===== src/rtl/spi_master_mc_if.sv =====
// Wishbone slave bus bundle for spi_master_mc.
// Master drives request fields; slave returns data and ack.
interface spi_master_mc_if;
  logic [1:0]  wb_adr_i;
  logic [15:0] wb_dat_i;
  logic [15:0] wb_dat_o;
  logic [1:0]  wb_sel_i;
  logic        wb_we_i;
  logic        wb_stb_i;
  logic        wb_cyc_i;
  logic        wb_ack_o;

  modport master (
    output wb_adr_i, wb_dat_i, wb_sel_i,
    output wb_we_i, wb_stb_i, wb_cyc_i,
    input  wb_dat_o, wb_ack_o
  );

  modport slave (
    input  wb_adr_i, wb_dat_i, wb_sel_i,
    input  wb_we_i, wb_stb_i, wb_cyc_i,
    output wb_dat_o, wb_ack_o
  );
endinterface


===== src/rtl/spi_master_mc.sv =====
// Wishbone SPI master: programmable divider, CPOL/CPHA,
// bit order, slave selects, sticky done and write stall.
module spi_master_mc #(
  parameter int          SS_WIDTH  = 8,
  parameter int          DIV_WIDTH = 8,
  parameter int unsigned DIV_RESET = 1
) (
  input  logic                wb_clk_i,
  input  logic                wb_rst_n_i,
  spi_master_mc_if.slave      wb,
  output logic                irq_o,
  output logic                sclk_o,
  output logic                mosi_o,
  input  logic                miso_i,
  output logic [SS_WIDTH-1:0] ss_o
);

  typedef enum logic [1:0] {
    IDLE,
    LOAD,
    SHIFT,
    DONE
  } state_t;

  state_t               state_q;
  logic                 ack_q;
  logic [15:0]          dat_q;
  logic [DIV_WIDTH-1:0] div_q, div_l;
  logic                 cpol_q, cpha_q, lsb_q, irqen_q;
  logic                 cpol_l, cpha_l, lsb_l;
  logic                 busy_q, done_q;
  logic [7:0]           tx_q, rx_q, sh_q;
  logic [DIV_WIDTH-1:0] cnt_q;
  logic [4:0]           ecnt_q;
  logic                 sclk_q, mosi_q;
  logic [SS_WIDTH-1:0]  ss_q;

  logic                 req, dwr, stall, acc;
  logic                 start, drd, w1c;
  logic                 tick, smp;
  logic [4:0]           ecnt_n;
  logic [7:0]           sh_in;
  logic [15:0]          rdata, ctrl_rd;
  logic [15:0]          wmask, nss16;
  logic [SS_WIDTH-1:0]  ss_d;
  logic                 unused;

  assign req   = wb.wb_stb_i & wb.wb_cyc_i & ~ack_q;
  assign dwr   = req & wb.wb_we_i & (wb.wb_adr_i == 2'd0);
  // DATA writes wait out an active transfer; DONE may take them.
  assign stall = dwr & ((state_q == LOAD) | (state_q == SHIFT));
  assign acc   = req & ~stall;
  assign start = acc & dwr & wb.wb_sel_i[0];
  assign drd   = acc & ~wb.wb_we_i & (wb.wb_adr_i == 2'd0);
  assign w1c   = acc & wb.wb_we_i & (wb.wb_adr_i == 2'd2)
               & wb.wb_sel_i[0] & wb.wb_dat_i[1];

  assign tick   = (cnt_q == '0);
  assign ecnt_n = ecnt_q + 5'd1;
  assign smp    = cpha_l ? ~ecnt_n[0] : ecnt_n[0];
  assign sh_in  = lsb_l ? {miso_i, sh_q[7:1]}
                        : {sh_q[6:0], miso_i};

  assign ctrl_rd = {4'h0, irqen_q, lsb_q, cpha_q, cpol_q,
                    8'(div_q)};
  assign wmask   = {{8{wb.wb_sel_i[1]}}, {8{wb.wb_sel_i[0]}}};
  assign nss16   = (16'(ss_q) & ~wmask)
                 | (wb.wb_dat_i & wmask);
  assign ss_d    = nss16[SS_WIDTH-1:0];
  assign unused  = ^{nss16, wb.wb_dat_i};

  always_comb begin
    rdata = '0;
    case (wb.wb_adr_i)
      2'd0: rdata = {8'h00, rx_q};
      2'd1: rdata = ctrl_rd;
      2'd2: rdata = {14'd0, done_q, busy_q};
      2'd3: rdata = 16'(ss_q);
      default: rdata = '0;
    endcase
  end

  always_ff @(posedge wb_clk_i or negedge wb_rst_n_i) begin
    if (!wb_rst_n_i) begin
      state_q <= IDLE;
      ack_q   <= 1'b0;
      dat_q   <= '0;
      div_q   <= DIV_WIDTH'(DIV_RESET);
      div_l   <= DIV_WIDTH'(DIV_RESET);
      cpol_q  <= 1'b0;
      cpha_q  <= 1'b0;
      lsb_q   <= 1'b0;
      irqen_q <= 1'b0;
      cpol_l  <= 1'b0;
      cpha_l  <= 1'b0;
      lsb_l   <= 1'b0;
      busy_q  <= 1'b0;
      done_q  <= 1'b0;
      tx_q    <= 8'hff;
      rx_q    <= 8'hff;
      sh_q    <= 8'hff;
      cnt_q   <= '0;
      ecnt_q  <= '0;
      sclk_q  <= 1'b0;
      mosi_q  <= 1'b1;
      ss_q    <= '1;
    end else begin
      ack_q <= acc;
      if (acc) dat_q <= rdata;

      if (acc & wb.wb_we_i) begin
        if (wb.wb_adr_i == 2'd1) begin
          if (wb.wb_sel_i[0])
            div_q <= wb.wb_dat_i[DIV_WIDTH-1:0];
          if (wb.wb_sel_i[1]) begin
            cpol_q  <= wb.wb_dat_i[8];
            cpha_q  <= wb.wb_dat_i[9];
            lsb_q   <= wb.wb_dat_i[10];
            irqen_q <= wb.wb_dat_i[11];
          end
        end
        if (wb.wb_adr_i == 2'd3) ss_q <= ss_d;
      end

      if (start) begin
        tx_q   <= wb.wb_dat_i[7:0];
        div_l  <= div_q;
        cpol_l <= cpol_q;
        cpha_l <= cpha_q;
        lsb_l  <= lsb_q;
        busy_q <= 1'b1;
      end

      // completion beats a same-cycle clear
      if (state_q == DONE) done_q <= 1'b1;
      else if (drd | w1c)  done_q <= 1'b0;

      case (state_q)
        IDLE: begin
          sclk_q <= cpol_q;
          mosi_q <= 1'b1;
          if (start) state_q <= LOAD;
        end
        LOAD: begin
          sh_q   <= tx_q;
          ecnt_q <= '0;
          cnt_q  <= div_l;
          sclk_q <= cpol_l;
          if (!cpha_l) mosi_q <= lsb_l ? tx_q[0] : tx_q[7];
          state_q <= SHIFT;
        end
        SHIFT: begin
          if (tick) begin
            cnt_q  <= div_l;
            sclk_q <= ~sclk_q;
            ecnt_q <= ecnt_n;
            if (smp) sh_q <= sh_in;
            else     mosi_q <= lsb_l ? sh_q[0] : sh_q[7];
            if (ecnt_n == 5'd16) begin
              rx_q    <= smp ? sh_in : sh_q;
              sclk_q  <= cpol_l;
              mosi_q  <= 1'b1;
              state_q <= DONE;
            end
          end else begin
            cnt_q <= cnt_q - 1'b1;
          end
        end
        DONE: begin
          busy_q  <= start;
          state_q <= start ? LOAD : IDLE;
        end
        default: state_q <= IDLE;
      endcase
    end
  end

  assign wb.wb_ack_o = ack_q;
  assign wb.wb_dat_o = dat_q;
  assign irq_o       = done_q & irqen_q;
  assign sclk_o      = sclk_q;
  assign mosi_o      = mosi_q;
  assign ss_o        = ss_q;

endmodule


===== src/flat_wrapper.sv =====
// flat-port wrapper written by rule: the top's interface ports become plain ports
module spi_master_mc_flat 
#(
  parameter int          SS_WIDTH  = 8,
  parameter int          DIV_WIDTH = 8,
  parameter int unsigned DIV_RESET = 1
)
  (wb_clk_i, wb_rst_n_i, irq_o, sclk_o, mosi_o, miso_i, ss_o, wb_wb_adr_i, wb_wb_dat_i, wb_wb_sel_i, wb_wb_we_i, wb_wb_stb_i, wb_wb_cyc_i, wb_wb_dat_o, wb_wb_ack_o);
  spi_master_mc_if wb_i ();
  input  logic wb_clk_i;
  input  logic wb_rst_n_i;
  output logic irq_o;
  output logic sclk_o;
  output logic mosi_o;
  input  logic miso_i;
  output logic [SS_WIDTH-1:0] ss_o;
  input wire logic [$bits(wb_i.wb_adr_i)-1:0] wb_wb_adr_i;
  input wire logic [$bits(wb_i.wb_dat_i)-1:0] wb_wb_dat_i;
  input wire logic [$bits(wb_i.wb_sel_i)-1:0] wb_wb_sel_i;
  input wire logic [$bits(wb_i.wb_we_i)-1:0] wb_wb_we_i;
  input wire logic [$bits(wb_i.wb_stb_i)-1:0] wb_wb_stb_i;
  input wire logic [$bits(wb_i.wb_cyc_i)-1:0] wb_wb_cyc_i;
  output wire logic [$bits(wb_i.wb_dat_o)-1:0] wb_wb_dat_o;
  output wire logic [$bits(wb_i.wb_ack_o)-1:0] wb_wb_ack_o;
  assign wb_i.wb_adr_i = wb_wb_adr_i;
  assign wb_i.wb_dat_i = wb_wb_dat_i;
  assign wb_i.wb_sel_i = wb_wb_sel_i;
  assign wb_i.wb_we_i = wb_wb_we_i;
  assign wb_i.wb_stb_i = wb_wb_stb_i;
  assign wb_i.wb_cyc_i = wb_wb_cyc_i;
  assign wb_wb_dat_o = wb_i.wb_dat_o;
  assign wb_wb_ack_o = wb_i.wb_ack_o;
  spi_master_mc #(.SS_WIDTH(SS_WIDTH), .DIV_WIDTH(DIV_WIDTH), .DIV_RESET(DIV_RESET)) u_core (.wb_clk_i(wb_clk_i), .wb_rst_n_i(wb_rst_n_i), .wb(wb_i), .irq_o(irq_o), .sclk_o(sclk_o), .mosi_o(mosi_o), .miso_i(miso_i), .ss_o(ss_o));
endmodule

===== config.mk =====
export PLATFORM = sky130hd
export DESIGN_NAME = spi_master_mc_flat
export DESIGN_NICKNAME = d
export VERILOG_FILES = /design/src/rtl/spi_master_mc_if.sv /design/src/rtl/spi_master_mc.sv /design/src/flat_wrapper.sv
export SDC_FILE = /design/constraint.sdc
export NUM_CORES = 1
export LEC_CHECK = 0
export CAP_MARGIN = 10
export CORE_UTILIZATION = 60
export CTS_CLUSTER_DIAMETER = 30
export DETAILED_ROUTE_END_ITERATION = 12
export HOLD_SLACK_MARGIN = 0.12
export PLACE_DENSITY = 0.84
export RECOVER_POWER = 100
export SLEW_MARGIN = 0
export SYNTH_ARGS = -nofsm -noshare
export SYNTH_HDL_FRONTEND = slang
export SYNTH_SLANG_ARGS = --single-unit

===== constraint.sdc =====
create_clock -name wb_clk_i -period 5.6 [get_ports wb_clk_i]
set_clock_uncertainty 0.15 [all_clocks]
set_input_delay 0.84 -clock wb_clk_i [delete_from_list [all_inputs] [get_ports wb_clk_i]]
set_output_delay 0.84 -clock wb_clk_i [all_outputs]
set_load 0.02 [all_outputs]

==> metrics.txt, run 1 <==
result of the run=finished with violations; violations in the final reports=capacitance limit, slew limit; overall global routing resource usage=26.16%; average wire per cell in the routed design=17.06 um; NumNets Final=472; crit path max-delay cell type=nor4_1; library cell used as clock root buffer=clkbuf_8; pin count of the biggest net entering global routing=88; crit path kind=flip-flop to flip-flop; largest buffer count on any clock path=2; wire length of the first global-routing pass=14.87 mm; Final Hold Fails=0; maximum clock frequency=255.4 MHz; antenna diode count=0; number of buffers created by CTS=9; largest area contributor in the netlist=dfrtp_1; sum of overflow across all layers after global routing=0; WP data arrival=4.05 ns; fraction of the yosys area taken by sequential cells=51.43%; vias after detailed routing=3151; Final TNS setup=0 ns; GPL Wtd Cong=0.8141; H-Tree Level Count=3; share of post-route cells with drive strength above 1=23.02%; initial standard-cell utilization of the core=62.86%; via count of the first global-routing pass=2987; number of filler cells placed in the layout=467; library cell appearing most often on the critical path=inv_1; delay of the slowest cell on the worst path=1.50 ns; count of instances resized after the clock tree is built=0; setup bufs post-CTS=0; unrepaired setup endpoints after global routing=false; leakage power total=2.116 nW; post-synth cell types=44; Area Growth Syn to Fin=14.87%; number of placed cells counting well taps=523; via density per instance=5.846; Die H=86.83 um; die width=86.83 um; Crit. Startpoint=u_core.state_q[0]; most common cell after layout, fill and taps aside=dfrtp_1; Total Wirelength=9.197 mm; placed wire-length estimate after detailed placement=6.510 mm; number of DRC violations after detailed-routing iteration 0=187; I/O Pins=54; flip-flop and latch count after synthesis=87; Cell Pwr Density=446.5 mW/mm^2; start point of the worst min-delay path=u_core.tx_q[7]; Setup violations, final=0; floorplan row count=30; Synth Area per Inst=10.82 sq um; port buffer count=45; max cap viols=2; post-detailed-route DRC marker count=0; number of sinks driven by the clock tree=87; core utilization of the finished layout=72.20%; TritonCTS clock tree=done; HP Class=flip-flop to flip-flop; measured slew at the worst slew-check pin=2.129 ns; final worst-path cycle share=69.91%; sequential standard cell area=0.002221 sq mm; post-synthesis instance area=0.004318 sq mm; Critical Path, Cell by Cell=inv_1 > ha_1 > inv_1 > nor4_1 > mux2_2; remaining antenna violation count=0; first-pass iteration count of the detailed router=5; Data required, critical path=5.74 ns; Placeable Area=0.006869 sq mm; area of the multi-input gates=0.001927 sq mm; maximum net fanout on the critical path=24; count of synthesis-stage warnings from yosys=0; number of instances in the synthesized netlist=399; clock transition at the registers of the reported paths=0.08 ns; worst skew pair latency=0.36 ns; largest vdd supply drop=209.6 uV; shortest clock period the worst path allows after layout=3.915 ns; post-synth top area share=30.14%; top library cells by usage in the layout, fill and taps aside=52 x dfrtp_1, 48 x nand2_1, 46 x mux2_2; hold_buf cts=0; headroom to the max-slew limit=-41.92%; initial antenna violation count=0; top cells by area, synth=dfrtp_1 30%, dfstp_2 21%, mux2_2 12%, mux2i_1 5.8%, nand2_1 4.2%; critical path startpoint category=flip-flop; final number of max-transition violations=97; endpoint kind of the worst setup timing path=flip-flop; die outline area=0.007539 sq mm; worst reg2reg startpoint=u_core.state_q[0]; non-filler cells in the finished layout=539
layer usage:
layer  GRT usage, %  wire (um)
met4          9.848        178
met2          42.66       4581
met5              0          0
met3          3.714        284
met1          35.71       4152
path summary, 6_finish.rpt:
path,cells past startpoint,endpoint,slack [ns]
min in group asynchronous,1,u_core.ecnt_q[3],0.90
max in group asynchronous,1,u_core.state_q[0],3.11
max reg2reg,5,u_core.rx_q[3],1.69
min reg2reg,2,u_core.tx_q[7],0.33
min,2,u_core.tx_q[7],0.33
max,5,u_core.rx_q[3],1.69
per-stage QoR:
stage          hold slack (ns)  power [mW]  area (sq um)  setup slack (ns)
6_report                0.3298       2.214          4960             1.685
5_1_grt                 0.3587       2.363          4960             1.471
4_1_cts                 0.3333       2.246          5000             2.062
3_5_place_dp            0.3199       1.841          4817             1.706
3_3_place_gp            0.3097       1.792          4817             1.696
2_1_floorplan           0.2941       1.571          4329             3.029
report_power, final:
| part | switching, mW | leakage (nW) | internal (mW) | total (mW) |
|---|---|---|---|---|
| registers | 0.144 | 1.04 | 0.821 | 0.965 |
| clock network | 0.234 | 0.0865 | 0.175 | 0.409 |
| logic | 0.495 | 0.993 | 0.345 | 0.841 |
cells in the mapped netlist (all sizes together):
master   n
dfrtp   52
nand2   48
mux2    47
dfstp   35
o21ai   35
a21oi   25
mux2i   25
nor2    23
clkbuf  15
inv     14
nand3   13
buf      8
ha       8
or4      6
nor3     4
nor4     4
a21o     3
a22oi    3
nand4    3
nor2b    3
nor3b    3
and2     2
mux4     2
o211ai   2
o31ai    2
a211o    1
a221o    1
a31oi    1
a41oi    1
and4b    1
conb     1
nand2b   1
nand3b   1
o311ai   1
o32ai    1
o41a     1
o41ai    1
or2      1
xor2     1
flip-flops by register name (all words and copies together), names as in the netlist, named ones only:
| signal | cells |
|---|---|
| u_core.rx_q | 8 |
| u_core.wb.wb_ack_o | 1 |
| u_core.ecnt_q | 5 |
| u_core.tx_q | 8 |
| u_core.irqen_q | 1 |
| u_core.cpha_l | 1 |
| u_core.cpha_q | 1 |
| u_core.cpol_l | 1 |
| u_core.cnt_q | 8 |
| u_core.lsb_q | 1 |
| u_core.busy_q | 1 |
| u_core.done_q | 1 |
| u_core.mosi_o | 1 |
| u_core.cpol_q | 1 |
| u_core.wb.wb_dat_o | 12 |
| u_core.sclk_o | 1 |
| u_core.lsb_l | 1 |
| u_core.sh_q | 8 |
| u_core.div_l | 8 |
| u_core.div_q | 8 |
| u_core.state_q | 2 |
cell families after synthesis:
kind of cell | Yosys count | share of synthesized area, %
and+or+nand+nor | 113 | 12.78
DFF | 87 | 51.43
AOI/OAI and AO/OA | 78 | 10.34
muxes | 74 | 19.10
buffers and inverters | 37 | 3.738
adders and majority gates | 8 | 2.318
other | 1 | 0.08685
xor gates and xnor gates | 1 | 0.2029
layout make-up:
cell class	count	share of cell area (%)
clock buffer	10	2.775
clock inverter	6	0.9082
inverter	14	1.060
multi-input combinational	278	38.85
sequential	87	44.78
tap	96	2.422
timing repair buffer	48	9.208
critical path: cells and delay by family, from the launching register on:
| kind | cells | cell delay (ns) |
|---|---|---|
| adders and majority gates | 1 | 0.91 |
| buffers and inverters | 2 | 0.39 |
| DFF | 1 | 0.45 |
| muxes | 1 | 0.45 |
| and+or+nand+nor | 1 | 1.50 |
Power figures use the tool's default switching activity.
==> run 2, diff against run 1 <==
- CORE_UTILIZATION: 60 -> 50
- PLACE_DENSITY: 0.84 -> 0.75
- clock period: 5.6 -> 3.58 ns (I/O delays scaled with it)
==> run 2 against run 1 <==
The flow still finishes with violations (capacitance limit, slew limit). Non-clock buffer count increased by 7. Final area up 1.2%. Clock power grew 57%. Fmax is 26% higher. Flip-flop and latch count stayed put. Wire length up 0.67%. Via count is 0.76% lower. Hold slack improved by 0.0099 ns. Cell count up 3.0%. Total power up 58%. Worst setup slack got worse by 1.2 ns. Register-to-register slack worse by 1.2 ns. Largest power group unchanged.
==> metrics.txt, run 2 (same netlist as run 1, synthesis figures left out) <==
result of the run=finished with violations (unchanged); violations in the final reports=capacitance limit, slew limit (unchanged); met3 GRT Util=4.348% (was 3.714%); initial antenna violation count=0 (unchanged); number of DRC violations after detailed-routing iteration 0=131 (was 187); Area Growth Syn to Fin=16.23% (was 14.87%); number of buffers created by CTS=9 (unchanged); met2 Resource Use GR=35.25% (was 42.66%); HP Class=flip-flop to flip-flop (unchanged); Min Hold Slack=0.3397 ns (was 0.3298 ns); initial standard-cell utilization of the core=52.03% (was 62.86%); via density per instance=5.634 (was 5.846); headroom to the max-slew limit=-35.21% (was -41.92%); top library cells by usage in the layout, fill and taps aside=52 x dfrtp_1, 48 x nand2_1, 47 x mux2_2 (was 52 x dfrtp_1, 48 x nand2_1, 46 x mux2_2); crit path kind=flip-flop to flip-flop (unchanged); Final TNS setup=0 ns (unchanged); Total Wirelength=9.259 mm (was 9.197 mm); WP data arrival=3.23 ns (was 4.05 ns); leakage power total=2.145 nW (was 2.116 nW); start point of the worst min-delay path=u_core.tx_q[7] (unchanged); maximum clock frequency=323.1 MHz (was 255.4 MHz); worst reg2reg path endpoint=u_core.rx_q[2] (was u_core.rx_q[3]); Final Total Pwr=3.496 mW (was 2.214 mW); number of sinks driven by the clock tree=87 (unchanged); Post-Place Setup Slack=0.6402 ns (was 1.706 ns); worst setup slack after layout=0.4853 ns (was 1.685 ns); Final Hold Fails=0 (unchanged); average wire per cell in the routed design=16.68 um (was 17.06 um); clock transition at the registers of the reported paths=0.09 ns (was 0.08 ns); antenna diode count=0 (unchanged); depth of the worst register-to-register path=4 (was 5); shortest clock period the worst path allows after layout=3.095 ns (was 3.915 ns); library cell appearing most often on the critical path=or4_1 (was inv_1); maximum net fanout on the critical path=8 (was 24); layer with the highest usage after global routing=met2 (unchanged); final worst-path cycle share=86.44% (was 69.91%); die width=94.93 um (was 86.83 um); floorplan row count=33 (was 30); sum of overflow across all layers after global routing=0 (unchanged); H-Tree Level Count=3 (unchanged); library cell used as clock root buffer=clkbuf_8 (unchanged); share of post-route cells with drive strength above 1=24.00% (was 23.02%); via count of the first global-routing pass=3003 (was 2987); critical path startpoint category=flip-flop (unchanged); endpoint kind of the worst setup timing path=flip-flop (unchanged); core utilization of the finished layout=60.47% (was 72.20%); first-pass iteration count of the detailed router=4 (was 5); worst reg2reg startpoint=u_core.cnt_q[2] (was u_core.state_q[0]); port buffer count=45 (unchanged); worst skew pair latency=0.36 ns (about the same); wire length of the first global-routing pass=15.11 mm (was 14.87 mm); largest buffer count on any clock path=2 (unchanged); count of instances resized after the clock tree is built=0 (unchanged); TritonCTS clock tree=done (unchanged); fraction of met1 tracks used by global routing=30.71% (was 35.71%); hold endpoint=u_core.tx_q[7] (unchanged); remaining antenna violation count=0 (unchanged); NumNets Final=479 (was 472); final number of max-transition violations=84 (was 97); delay of the slowest cell on the worst path=0.84 ns (was 1.50 ns); Placeable Area=0.008299 sq mm (was 0.006869 sq mm); GPL Wtd Cong=0.8319 (was 0.8141); I/O Pins=54 (unchanged); minimum setup slack among reg-to-reg paths=0.49 ns (was 1.69 ns); hold_buf cts=0 (unchanged); most common cell after layout, fill and taps aside=dfrtp_1 (unchanged); largest vdd supply drop=338.9 uV (was 209.6 uV); die outline area=0.009012 sq mm (was 0.007539 sq mm); pin count of the biggest net entering global routing=84 (was 88); vias after detailed routing=3127 (was 3151); Data required, critical path=3.72 ns (was 5.74 ns); setup bufs post-CTS=0 (unchanged); max reg flops=12 (unchanged); unrepaired setup endpoints after global routing=false (unchanged); placed wire-length estimate after detailed placement=6.676 mm (was 6.510 mm); cell depth of the worst hold path=2 (unchanged); post-detailed-route DRC marker count=0 (unchanged); crit path max-delay cell type=nor4_2 (was nor4_1); Die H=94.93 um (was 86.83 um); Setup violations, final=0 (unchanged); overall global routing resource usage=22.13% (was 26.16%); measured slew at the worst slew-check pin=2.028 ns (was 2.129 ns); Cell Pwr Density=696.6 mW/mm^2 (was 446.5 mW/mm^2); Critical Path, Cell by Cell=or4_1 > or4_1 > nor4_2 > mux2_2 (was inv_1 > ha_1 > inv_1 > nor4_1 > mux2_2); max cap viols=1 (was 2)
[run 2: worst max-delay path by stage]
stage | slack, ns | to | start | depth (start not counted)
2_1_floorplan | 1.13 | u_core.tx_q[2] | u_core.state_q[0] | 6
3_3_place_gp | 0.65 | flip-flop | wb_wb_adr_i[0] | 5
3_5_place_dp | 0.64 | u_core.cpol_q | wb_wb_adr_i[0] | 6
4_1_cts | 0.88 | u_core.rx_q[2] | u_core.cnt_q[2] | 4
5_1_grt | 0.44 | u_core.rx_q[2] | u_core.cnt_q[2] | 4
6_report | 0.49 | u_core.rx_q[2] | u_core.cnt_q[2] | 4
[run 2: per-stage QoR]
step                      area (sq um)  cells
after floorplan                   4329    402
after global placement            4887    539
after detailed placement          4887    539
after CTS                         5066    555
after global routing              5019    555
final                             5019    555
[run 2: routing by layer]
| metal | up-vias | routed length (um) | share of wire, % |
|---|---|---|---|
| met5 | - | 0 | 0 |
| met4 | 0 | 98 | 1.1 |
| met3 | 8 | 327 | 3.5 |
| met2 | 76 | 4595 | 50 |
| met1 | 1545 | 4237 | 46 |
| li1 | 1498 | - | - |
[run 2: cell type report]
cell class                 instances  area, sq um
clock buffer                       9        123.9
multi-input combinational        278         1937
fill                             690         3281
tap                              105        131.4
inverter                          14        52.55
timing repair buffer              55        498.0
sequential                        87         2221
clock inverter                     7        55.05
[run 2: report_power, final]
| group | switching (mW) | total [mW] | internal (mW) |
|---|---|---|---|
| clock | 0.380 | 0.643 | 0.262 |
| combinational | 0.792 | 1.34 | 0.551 |
| sequential | 0.226 | 1.51 | 1.28 |
| total | 1.40 | 3.50 | 2.10 |
[run 2: worst max-delay path, delay by kind of cell, from the launching register on]
family           cells  cell delay [ns]
multiplexers         1             0.43
AND/OR/NAND/NOR      3             1.96
flip-flops           1             0.48
